### src/rtl/cla_result_collector.sv
// cla_result_collector
// Downstream stage of a fixed-latency, unstallable pipelined CLA adder. A tag pipe runs alongside
// the adder recording which cycles carried real operands (plus the operand sign bits). When a
// valid tag reaches the last stage, the adder's Sum/Cout are captured together with a signed
// overflow flag and written into a small result FIFO with a valid/ready output.
// Issue flow control is credit based: an issue is only accepted when the FIFO entries plus the
// results still travelling through the adder leave a free slot, so a write is never refused.
//
// Ports:
//   clk, reset       rising-edge clock, synchronous active-high reset
//   issue_valid      operands presented to the adder this cycle
//   issue_ready      collector can accept an issue this cycle (registered-state only)
//   issue_a_msb/b_msb  sign bits of the issued operands
//   sum, cout        adder outputs, valid LATENCY edges after issue
//   out_valid/ready  result FIFO handshake
//   out_sum/cout/ovf head entry, zero when out_valid is low
//   level            FIFO occupancy (excludes results still in the adder)
// Optional build macro COLLECTOR_STATS_EN adds stat_results / stat_ovf counters (32-bit, wrapping).
module cla_result_collector #(
  parameter int unsigned WIDTH   = 32,
  parameter int unsigned LATENCY = 2,
  parameter int unsigned DEPTH   = 4
) (
  input  logic                       clk,
  input  logic                       reset,
  input  logic                       issue_valid,
  output logic                       issue_ready,
  input  logic                       issue_a_msb,
  input  logic                       issue_b_msb,
  input  logic [WIDTH-1:0]           sum,
  input  logic                       cout,
  output logic                       out_valid,
  input  logic                       out_ready,
  output logic [WIDTH-1:0]           out_sum,
  output logic                       out_cout,
  output logic                       out_ovf,
  output logic [$clog2(DEPTH+1)-1:0] level
`ifdef COLLECTOR_STATS_EN
  ,
  output logic [31:0]                stat_results,
  output logic [31:0]                stat_ovf
`endif
);

  localparam int unsigned LevelW = $clog2(DEPTH + 1);
  localparam int unsigned PtrW   = (DEPTH > 1) ? $clog2(DEPTH) : 1;
  localparam int unsigned EntryW = WIDTH + 2;

  // ---------------------------------------------------------------------------------------------
  // Tag pipe: stage 0 loads on an accepted issue, stage LATENCY-1 lines up with the adder output.
  // ---------------------------------------------------------------------------------------------
  logic               issue_fire;
  logic [LATENCY-1:0] tag_valid_q, tag_valid_d;
  logic [LATENCY-1:0] tag_a_q, tag_a_d;
  logic [LATENCY-1:0] tag_b_q, tag_b_d;
  logic [LATENCY:0]   valid_shift, a_shift, b_shift;

  assign issue_fire = issue_valid & issue_ready;

  always_comb begin
    valid_shift = {tag_valid_q, issue_fire};
    a_shift     = {tag_a_q, issue_a_msb};
    b_shift     = {tag_b_q, issue_b_msb};
    tag_valid_d = valid_shift[LATENCY-1:0];
    tag_a_d     = a_shift[LATENCY-1:0];
    tag_b_d     = b_shift[LATENCY-1:0];
  end

  always_ff @(posedge clk) begin
    if (reset) begin
      tag_valid_q <= '0;
      tag_a_q     <= '0;
      tag_b_q     <= '0;
    end else begin
      tag_valid_q <= tag_valid_d;
      tag_a_q     <= tag_a_d;
      tag_b_q     <= tag_b_d;
    end
  end

  // Results still inside the adder hold a FIFO credit until they are written.
  logic [31:0] inflight;
  always_comb begin
    inflight = '0;
    for (int i = 0; i < LATENCY; i++) begin
      inflight = inflight + 32'(tag_valid_q[i]);
    end
  end

  // ---------------------------------------------------------------------------------------------
  // Capture and result FIFO
  // ---------------------------------------------------------------------------------------------
  logic              push, pop;
  logic              wr_ovf;
  logic [EntryW-1:0] wr_data;
  logic [EntryW-1:0] head;
  logic [EntryW-1:0] mem_q [DEPTH];
  logic [PtrW-1:0]   wr_ptr_q, wr_ptr_d;
  logic [PtrW-1:0]   rd_ptr_q, rd_ptr_d;
  logic [LevelW-1:0] count_q, count_d;

  // Same-sign operands producing a result of the other sign; Cin cannot change this outcome
  // except via the sum itself, so it is not needed.
  assign wr_ovf  = (tag_a_q[LATENCY-1] == tag_b_q[LATENCY-1]) &
                   (sum[WIDTH-1] != tag_a_q[LATENCY-1]);
  assign wr_data = {wr_ovf, cout, sum};
  assign push    = tag_valid_q[LATENCY-1];
  assign pop     = out_valid & out_ready;

  always_comb begin
    wr_ptr_d = wr_ptr_q;
    rd_ptr_d = rd_ptr_q;
    if (push) begin
      wr_ptr_d = (wr_ptr_q == PtrW'(DEPTH - 1)) ? '0 : wr_ptr_q + PtrW'(1);
    end
    if (pop) begin
      rd_ptr_d = (rd_ptr_q == PtrW'(DEPTH - 1)) ? '0 : rd_ptr_q + PtrW'(1);
    end
    count_d = count_q + LevelW'(push) - LevelW'(pop);
  end

  always_ff @(posedge clk) begin
    if (reset) begin
      wr_ptr_q <= '0;
      rd_ptr_q <= '0;
      count_q  <= '0;
    end else begin
      wr_ptr_q <= wr_ptr_d;
      rd_ptr_q <= rd_ptr_d;
      count_q  <= count_d;
    end
  end

  // Storage needs no reset: entries are only visible through count_q.
  always_ff @(posedge clk) begin
    if (push) begin
      mem_q[wr_ptr_q] <= wr_data;
    end
  end

  // ---------------------------------------------------------------------------------------------
  // Outputs (all derived from registered state)
  // ---------------------------------------------------------------------------------------------
  assign head        = mem_q[rd_ptr_q];
  assign out_valid   = (count_q != '0);
  assign out_sum     = out_valid ? head[WIDTH-1:0] : '0;
  assign out_cout    = out_valid ? head[WIDTH]     : 1'b0;
  assign out_ovf     = out_valid ? head[WIDTH+1]   : 1'b0;
  assign level       = count_q;
  assign issue_ready = (32'(count_q) + inflight) < DEPTH;

`ifdef COLLECTOR_STATS_EN
  logic [31:0] stat_results_q, stat_ovf_q;

  always_ff @(posedge clk) begin
    if (reset) begin
      stat_results_q <= '0;
      stat_ovf_q     <= '0;
    end else if (push) begin
      stat_results_q <= stat_results_q + 32'd1;
      stat_ovf_q     <= stat_ovf_q + 32'(wr_ovf);
    end
  end

  assign stat_results = stat_results_q;
  assign stat_ovf     = stat_ovf_q;
`endif

endmodule

### config.mk
export PLATFORM = sky130hd
export DESIGN_NAME = cla_result_collector
export DESIGN_NICKNAME = d
export VERILOG_FILES = /design/src/rtl/cla_result_collector.sv
export SDC_FILE = /design/constraint.sdc
export NUM_CORES = 1
export LEC_CHECK = 0
export BUFFER_PORTS_ARGS = -buffer_cell sky130_fd_sc_hd__buf_4
export CAP_MARGIN = 30
export CORE_ASPECT_RATIO = 1.5
export CORE_MARGIN = 2
export CORE_UTILIZATION = 40
export CTS_BUF_LIST = sky130_fd_sc_hd__clkbuf_8
export CTS_CLUSTER_SIZE = 12
export DETAILED_ROUTE_END_ITERATION = 12
export PLACE_DENSITY_LB_ADDON = 0.15
export SETUP_SLACK_MARGIN = 0.3
export SYNTH_ARGS = -nofsm -noshare
export SYNTH_HDL_FRONTEND = slang
export SYNTH_SLANG_ARGS = --single-unit
### constraint.sdc
create_clock -name clk -period 4.9 [get_ports clk]
set_input_delay 0 -clock clk [delete_from_list [all_inputs] [get_ports clk]]
set_output_delay 0 -clock clk [all_outputs]
set_load 0.03 [all_outputs]
### Word-level counts from Yosys, hierarchy flattened

Memory sizes are Yosys's and may differ from the RTL's. A register that Yosys moved wholly into a read port is not among the register bits.
Cells that the tools add are included.

* bits in registers: 13
* bits in writable memories: 136
* input port bits: 39
* output and inout bits: 39
* logic and storage cells: 31
* memories kept: 1

Memories
* mem_q: depth 4, width 34, read ports 1, clocked after Yosys merged registers in 1, write ports 1, line 97 `logic [EntryW-1:0] mem_q [DEPTH];`

* add/subtract/negate cells: 6
* $lt $le $gt $ge: 1
* eq/ne operators: 4
* multiplexer cells: 9
* bitwise gates (word level): 3
* reduce and logical (&&, ||, !) cells: 1

Operators with widths (number)
* $mux W32: 1
* $mux W2: 4
* $add A2 B1 Y2 const B: 2
* $add A3 B2 Y4: 1
* $eq A2 B2 Y1 const B: 2
* $lt A4 B3 Y1 const B: 1
* $mux W1: 4
* $add A3 B1 Y3: 1
* $and A1 B1 Y1: 3
* $reduce_bool A3 Y1: 1
* $sub A3 B1 Y3: 1
* $add A1 B1 Y2: 1
* $eq A1 B1 Y1: 1
* $ne A1 B1 Y1: 1

### Logic depth before layout (Yosys ltp)

Gate-level depths: netlist of run 1.

* word-level depth: 4
* gate-level depth with buffers: 7
* mapped depth without buffers: 7

### Worst setup path after synthesis of run 1

OpenSTA, ideal clock, no wires.

* path type: register to register
* from: reg count_q[1], in the netlist level[1]
* to: reg count_q[2], in the netlist level[2]
* data arrival time: 1.799 ns
* path slack: 2.974 ns
* stages on the path, launching flop included: 8
* buffers on the path: 0
* clock period less this slack: 1.926 ns
* path through: dfxtp_1 o31ai_2 xnor2_1 ha_1 inv_1 fa_1 xnor2_1 nor2_1

* longest elaborated chain between the ends: 3
* elaborated cells on any way between the ends: 4
* classes of those cells: 2 x add/sub; 1 x bitwise; 1 x reduce/logical

RTL lines
* start, declared: line 100 `logic [LevelW-1:0] count_q, count_d;`
* start signal, assigned: line 130 `count_q <= count_d;`
* branches (longest 2 deep; another with $add A3 B1 Y3)
* $sub A3 B1 Y3 *: line 119 `count_d = count_q + LevelW'(push) - LevelW'(pop);`

Mark *: on every way between the ends.
A chain may end at the register's enable or synchronous reset.

==> results of run 1 <==
-- how the worst min path moves through the flow --
stage,from,to,slack [ns]
6_report,sum[2],mem_q[0][2],0.30
5_1_grt,sum[2],mem_q[1][2],0.28
4_1_cts,sum[6],mem_q[3][6],0.28
3_5_place_dp,sum[17],mem_q[1][17],0.20
3_3_place_gp,sum[3],mem_q[3][3],0.20
2_1_floorplan,reset,tag_a_q[1],0.07
-- layer usage --
layer,share of wire [%],up-vias
li1,-,1379
met4,0.80,0
met5,0,-
met1,40,1494
met2,55,66
met3,3.6,9
-- cell type report --
cell class              count  area [um^2]
fillers                  1195         6930
flip-flops and latches    151         4390
multi-input cells         118         1430
repair buffers            125         1090
clock buffers              20          275
well taps                 196          245
clock inverters            12          150
inverters                   4         15.0
-- sequential cells by signal (all words and copies together), names as in the netlist, named ones only --
| name | count |
|---|---|
| wr_ptr_q | 2 |
| mem_q | 136 |
| rd_ptr_q | 2 |
| level | 3 |
| tag_a_q | 2 |
| tag_valid_q | 2 |
| tag_b_q | 2 |
-- power breakdown --
part | total [mW] | internal (mW) | switching (mW)
clock | 0.982 | 0.544 | 0.438
combinational | 1.32 | 0.564 | 0.754
sequential | 1.52 | 1.45 | 0.0674
total | 3.81 | 2.56 | 1.26
-- metrics by stage --
stage / instances / total power, mW
2_1_floorplan: 286 / 2.45
3_3_place_gp: 549 / 2.85
3_5_place_dp: 552 / 2.87
4_1_cts: 625 / 3.87
5_1_grt: 626 / 3.99
6_report: 626 / 3.81
-- synthesized netlist by cell type (all sizes together) --
master  number  share of area, %
a21oi        4              0.34
and2         4              0.42
buf         11               1.9
clkbuf       2              0.15
dfxtp       15               5.1
edfxtp     136                69
fa           1              0.34
ha           8               1.7
inv          4              0.25
mux2i        3              0.51
mux4        34                13
nand2        5              0.32
nand2b       1              0.11
nor2        10              0.63
nor2b       40               5.6
nor3         1              0.17
o21ai        1             0.084
o21bai       1              0.13
o31ai        1              0.21
or3          2              0.21
xnor2        2              0.29
-- layout by cell type (no fill, tap or decap), types with 2 or more instances in the layout --
cell type,count
nor2b_1,29
dfxtp_2,2
clkinv_4,4
inv_4,2
nand2_1,5
clkbuf_8,20
xnor2_1,2
inv_1,5
mux4_2,34
nor2_1,10
edfxtp_1,136
a21oi_1,4
dfxtp_1,13
buf_4,80
dlygate4sd3_1,41
or3_1,2
and2_2,4
ha_1,8
bufinv_16,3
mux2i_1,3
buf_12,4
nor2b_4,11
-- kinds of logic after synthesis --
logic type / count (synthesis) / share of synthesized area (%)
XOR/XNOR: 2 / 0.295
AND/OR/NAND/NOR: 63 / 7.45
multiplexers: 37 / 13.4
AO/OA/AOI/OAI: 7 / 0.758
adder cells (fa/ha/maj): 9 / 2.02
flip-flops: 151 / 73.8
buffers and inverters: 17 / 2.30
==> flow_metrics.tcl, run 1 <==
set metrics [dict create \
    outcome "finished clean" \
    p_per_area_nw_per_um2 502 \
    grt_max_degree 35 \
    path_depth 4 \
    num_antenna_cells 0 \
    busiest_layer "met2" \
    fin_crit_ns 2.40 \
    max_cap_viol_count 0 \
    firstDrtPassIters 7 \
    core_area_um2 14500 \
    die_y_um 153 \
    nets 465 \
    die_width_um 104 \
    arrival_ns 2.40 \
    crit_family "buffers and inverters" \
    max_stage_delay_ns 0.58 \
    yosysWarnings 0 \
    drt_iter0_markers 98 \
    rsz0062_at_grt "false" \
    endpoint_kind "primary output" \
    htreeDepth 4 \
    hpwl_um 6250 \
    synth_area_um2 5940 \
    finalWorstSetupSlack_ns 2.50 \
    worst_hold_path_type "primary input to flip-flop" \
    clkSinkCount 151 \
    synth_seq_cells 151 \
    grt_pass1_wl_um 16800 \
    setup-violations-final 0 \
    cp.required_ns 4.90 \
    drive_above_1_share_pct 39.1 \
    peakVddDrop_uv 248 \
    num_vias 2948 \
    crit_type "flip-flop to primary output" \
    grt_overflow 0 \
    drt-vias-per-instance 4.71 \
    ys_types 26 \
    place.gp.congestion 0.662 \
    worst_hold_slack_ns 0.301 \
    ios 78 \
    grt.total_usage_pct 14.2 \
    clockBufferDepth 2 \
    cp_max_fo 27 \
    postCtsHoldBufs 41 \
    met1_usage_pct 16.7 \
    antenna_found_initial 0 \
    portBuffers 77 \
    root_buffer "clkbuf_8" \
    maxSlewHeadroom_pct 37.6 \
    cp-start-kind "flip-flop" \
    finClkSkew_ns 0.0104 \
    yosysSeqAreaShare_pct 73.8 \
    setup_tns_ns 0 \
    cellLeakagePower_nw 2.66 \
    use_met2_pct 25.3 \
    slew_viol_final 0 \
    start_util_pct 40.9 \
    postCtsSetupBuffers 0 \
    critical_path.endpoint "out_sum[10]" \
    final_area_um2 7600 \
    worst_pin_slew_ns 0.937 \
    synth_nets 334 \
    r2r-end "level[2]" \
    placed_area_um2 6740 \
    syn_area_per_cell_um2 20.8 \
    remaining_drc_errors 0 \
    cts_made_buffers 17 \
    first_global_vias 3213 \
    hold_path_depth 2 \
    r2r_start "level[1]" \
    crit_top_cell "buf_4" \
    crit_slowest_cell "mux4_2" \
    rr_worst_depth 7 \
    max_freq_ghz 0.416 \
    hold_viol 0 \
    post-place-ws_ns 2.87 \
    die_area_um2 15900 \
    drt.antenna.violating_nets 0 \
    final_core_util_pct 52.3 \
    critPathBufInv 2 \
    syn_to_final_growth_pct 27.8 \
    reg2reg_setup_slack_ns 2.93 \
    wl_per_cell_um 16.9 \
    crit_chain "buf_4 > mux4_2 > nor2b_1 > buf_4" \
    clkTransAtPathRegs_ns 0.08 \
    syn_inst 286 \
    worstSkewPairLatency_ns 0.43 \
    wl_um 10600 \
    std_cell_rows 54 \
    grtUsageMet3_pct 4.14 \
    cts-resized-gates 0 \
    cts_tree "yes" \
    finalCritPeriodShare_pct 49.1 \
]
Note: power is estimated with default switching activity, not from simulation.
==> run 2, diff against run 1 <==
==> constraint.sdc (replaced) <==
create_clock -name clk -period 1.9 [get_ports clk]
set_input_delay 0 -clock clk [delete_from_list [all_inputs] [get_ports clk]]
set_output_delay 0 -clock clk [all_outputs]
set_load 0.03 [all_outputs]
==> run 2 against run 1 <==
Non-clock buffer count rose by 15; final cell count rose by 2.4%; die area did not move; register-to-register slack got worse by 2.7 ns; largest power group is now combinational cells.
==> flow_metrics.tcl, run 2 (synthesized netlist as in run 1, its figures left out) <==
set metrics [dict create \
    max_stage_delay_ns 0.48 \
    remaining_drc_errors 0 \
    wl_um 11600 \
    crit_slowest_cell "mux4_2" \
    holdPathEnd "rd_ptr_q[0]" \
    max_freq_ghz 0.536 \
    max_cap_viol_count 0 \
    firstDrtPassIters 4 \
    min_from "out_ready" \
    wl_per_cell_um 18.1 \
    drt_iter0_markers 141 \
    clkPwrFrac_pct 23.3 \
    crit_chain "buf_12 > buf_16 > mux4_2 > nor2b_1 > buf_4" \
    reg2reg_setup_slack_ns 0.21 \
    grt_pass1_wl_um 17800 \
    grt_max_degree 36 \
    antenna_found_initial 0 \
    die_y_um 153 \
    first_global_vias 3295 \
    num_vias 3025 \
    finalCritPeriodShare_pct 98.3 \
    die_width_um 104 \
    r2r-end "level[1]" \
    cts_tree "yes" \
    hpwl_um 6420 \
    clockBufferDepth 2 \
    finClkSkew_ns 0.00969 \
    syn_to_final_growth_pct 34.0 \
    nets 480 \
    final_common_cell "edfxtp_1" \
    hold_path_depth 5 \
    grt.total_usage_pct 15.0 \
    htreeDepth 4 \
    clkTransAtPathRegs_ns 0.07 \
    cp_max_fo 5 \
    peakVddDrop_uv 929 \
    worst_pin_slew_ns 0.422 \
    rr_worst_depth 6 \
    cts_made_buffers 17 \
    final_cell_mix "136 x edfxtp_1, 72 x buf_4, 40 x dlygate4sd3_1" \
    start_util_pct 40.9 \
    drt-vias-per-instance 4.72 \
    ios 78 \
    cellLeakagePower_nw 2.80 \
    core_area_um2 14500 \
    std_cell_rows 54 \
    num_antenna_cells 0 \
    drt.antenna.violating_nets 0 \
    p_per_area_nw_per_um2 1380 \
    grt_overflow 0 \
    cp.required_ns 1.90 \
    rsz0062_at_grt "true" \
    switchingPower_mw 3.60 \
    worstSkewPairLatency_ns 0.42 \
    drive_above_1_share_pct 44.5 \
    root_buffer "clkbuf_8" \
    setup-violations-final 0 \
    switching_share_pct 32.9 \
    endpoint_kind "primary output" \
    portBuffers 77 \
    crit_type "flip-flop to primary output" \
    clkSinkCount 151 \
    cp-start-kind "flip-flop" \
    seqPwrFrac_pct 35.4 \
    hold_viol 0 \
    p_int_mw 7.35 \
    fin_crit_ns 1.87 \
    combinationalPowerShare_pct 41.3 \
    placed_cells 560 \
    power.total_mw 10.9 \
    arrival_ns 1.87 \
    n_fill_cell 1142 \
    final_cells 641 \
    r2r_start "level[0]" \
    maxSlewHeadroom_pct 71.6 \
    worst_hold_path_type "primary input to flip-flop" \
    largest_register_ffs 136 \
    slew_viol_final 0 \
    place.gp.congestion 0.677 \
    top_register "mem_q" \
    die_area_um2 15900 \
    outcome "finished clean" \
]
## run 2: cell count changes in the layout (fill, tap and decap cells not counted), moves of 3 or more
cell | before | now
buf_6 | 0 | 18
buf_4 | 80 | 72
nor2b_1 | 29 | 24
dfxtp_4 | 0 | 4
clkbuf_16 | 0 | 3
clkbuf_8 | 20 | 17
clkinvlp_4 | 0 | 3
dfxtp_1 | 13 | 10
nor2b_2 | 0 | 3
## run 2: per-layer routing
layer | wire length, um | global-route usage (%)
met1 | 4690 | 17.3
met4 | 121 | 5.21
met3 | 367 | 3.92
met2 | 6440 | 26.9
met5 | 0 | 0
## run 2: how the worst max path moves through the flow
stage / slack (ns) / to / cells after the start
2_1_floorplan: 0.16 / level[2] / 7
3_3_place_gp: 0.15 / level[2] / 7
3_5_place_dp: 0.1 / level[2] / 7
4_1_cts: -0.03 / out_sum[14] / 5
5_1_grt: -0.04 / out_sum[14] / 5
6_report: 0.03 / out_sum[14] / 5
## run 2: area by class of cell
type | instances | area, um^2 | area share, %
Clock buffer | 17 | 234 | 2.94
Timing Repair Buffer | 140 | 1370 | 17.3
Tap cell | 196 | 245 | 3.08
Sequential cell | 151 | 4400 | 55.3
Multi-Input combinational cell | 118 | 1500 | 18.9
Clock inverter | 15 | 188 | 2.36
Inverter | 4 | 17.5 | 0.220
## run 2: repair_timing
item | CTS | global route
gates resized for setup | 24 | 21
hold endpoints to repair | 147 | 0
pin swaps | 9 | 3
setup endpoints to repair | 37 | 38
cloned | 2 | 3
hold buffers | 40 | 0
setup buffers | 3 | 1
## run 2: worst max-delay path, delay by kind of cell (launching register included)
kind / cells / cell delay (ns)
buffers and inverters: 3 / 0.42
DFF: 1 / 0.40
muxes: 1 / 0.48
and+or+nand+nor: 1 / 0.14
## run 2: power groups by stage
stage / clock network (mW) / registers [mW] / logic (mW)
final: 2.55 / 3.88 / 4.52
after global routing: 2.79 / 3.89 / 4.80
after CTS: 2.62 / 3.88 / 3.96
after detailed placement: 0 / 3.94 / 3.58
after global placement: 0 / 3.93 / 3.57
after floorplan: 0 / 3.96 / 2.41
## run 2: through the flow
stage	hold WS [ns]	area, um^2	utilization [%]	TNS [ns]	setup slack [ns]
after floorplan	0.0716	5960	-	0	0.164
after global placement	0.200	6810	46.8	0	0.145
after detailed placement	0.204	6810	46.8	0	0.0956
after CTS	0.0317	7800	53.7	-0.0899	-0.0289
after global routing	0.0471	7960	54.8	-0.311	-0.0414
final	0.0659	7960	54.8	0	0.0327
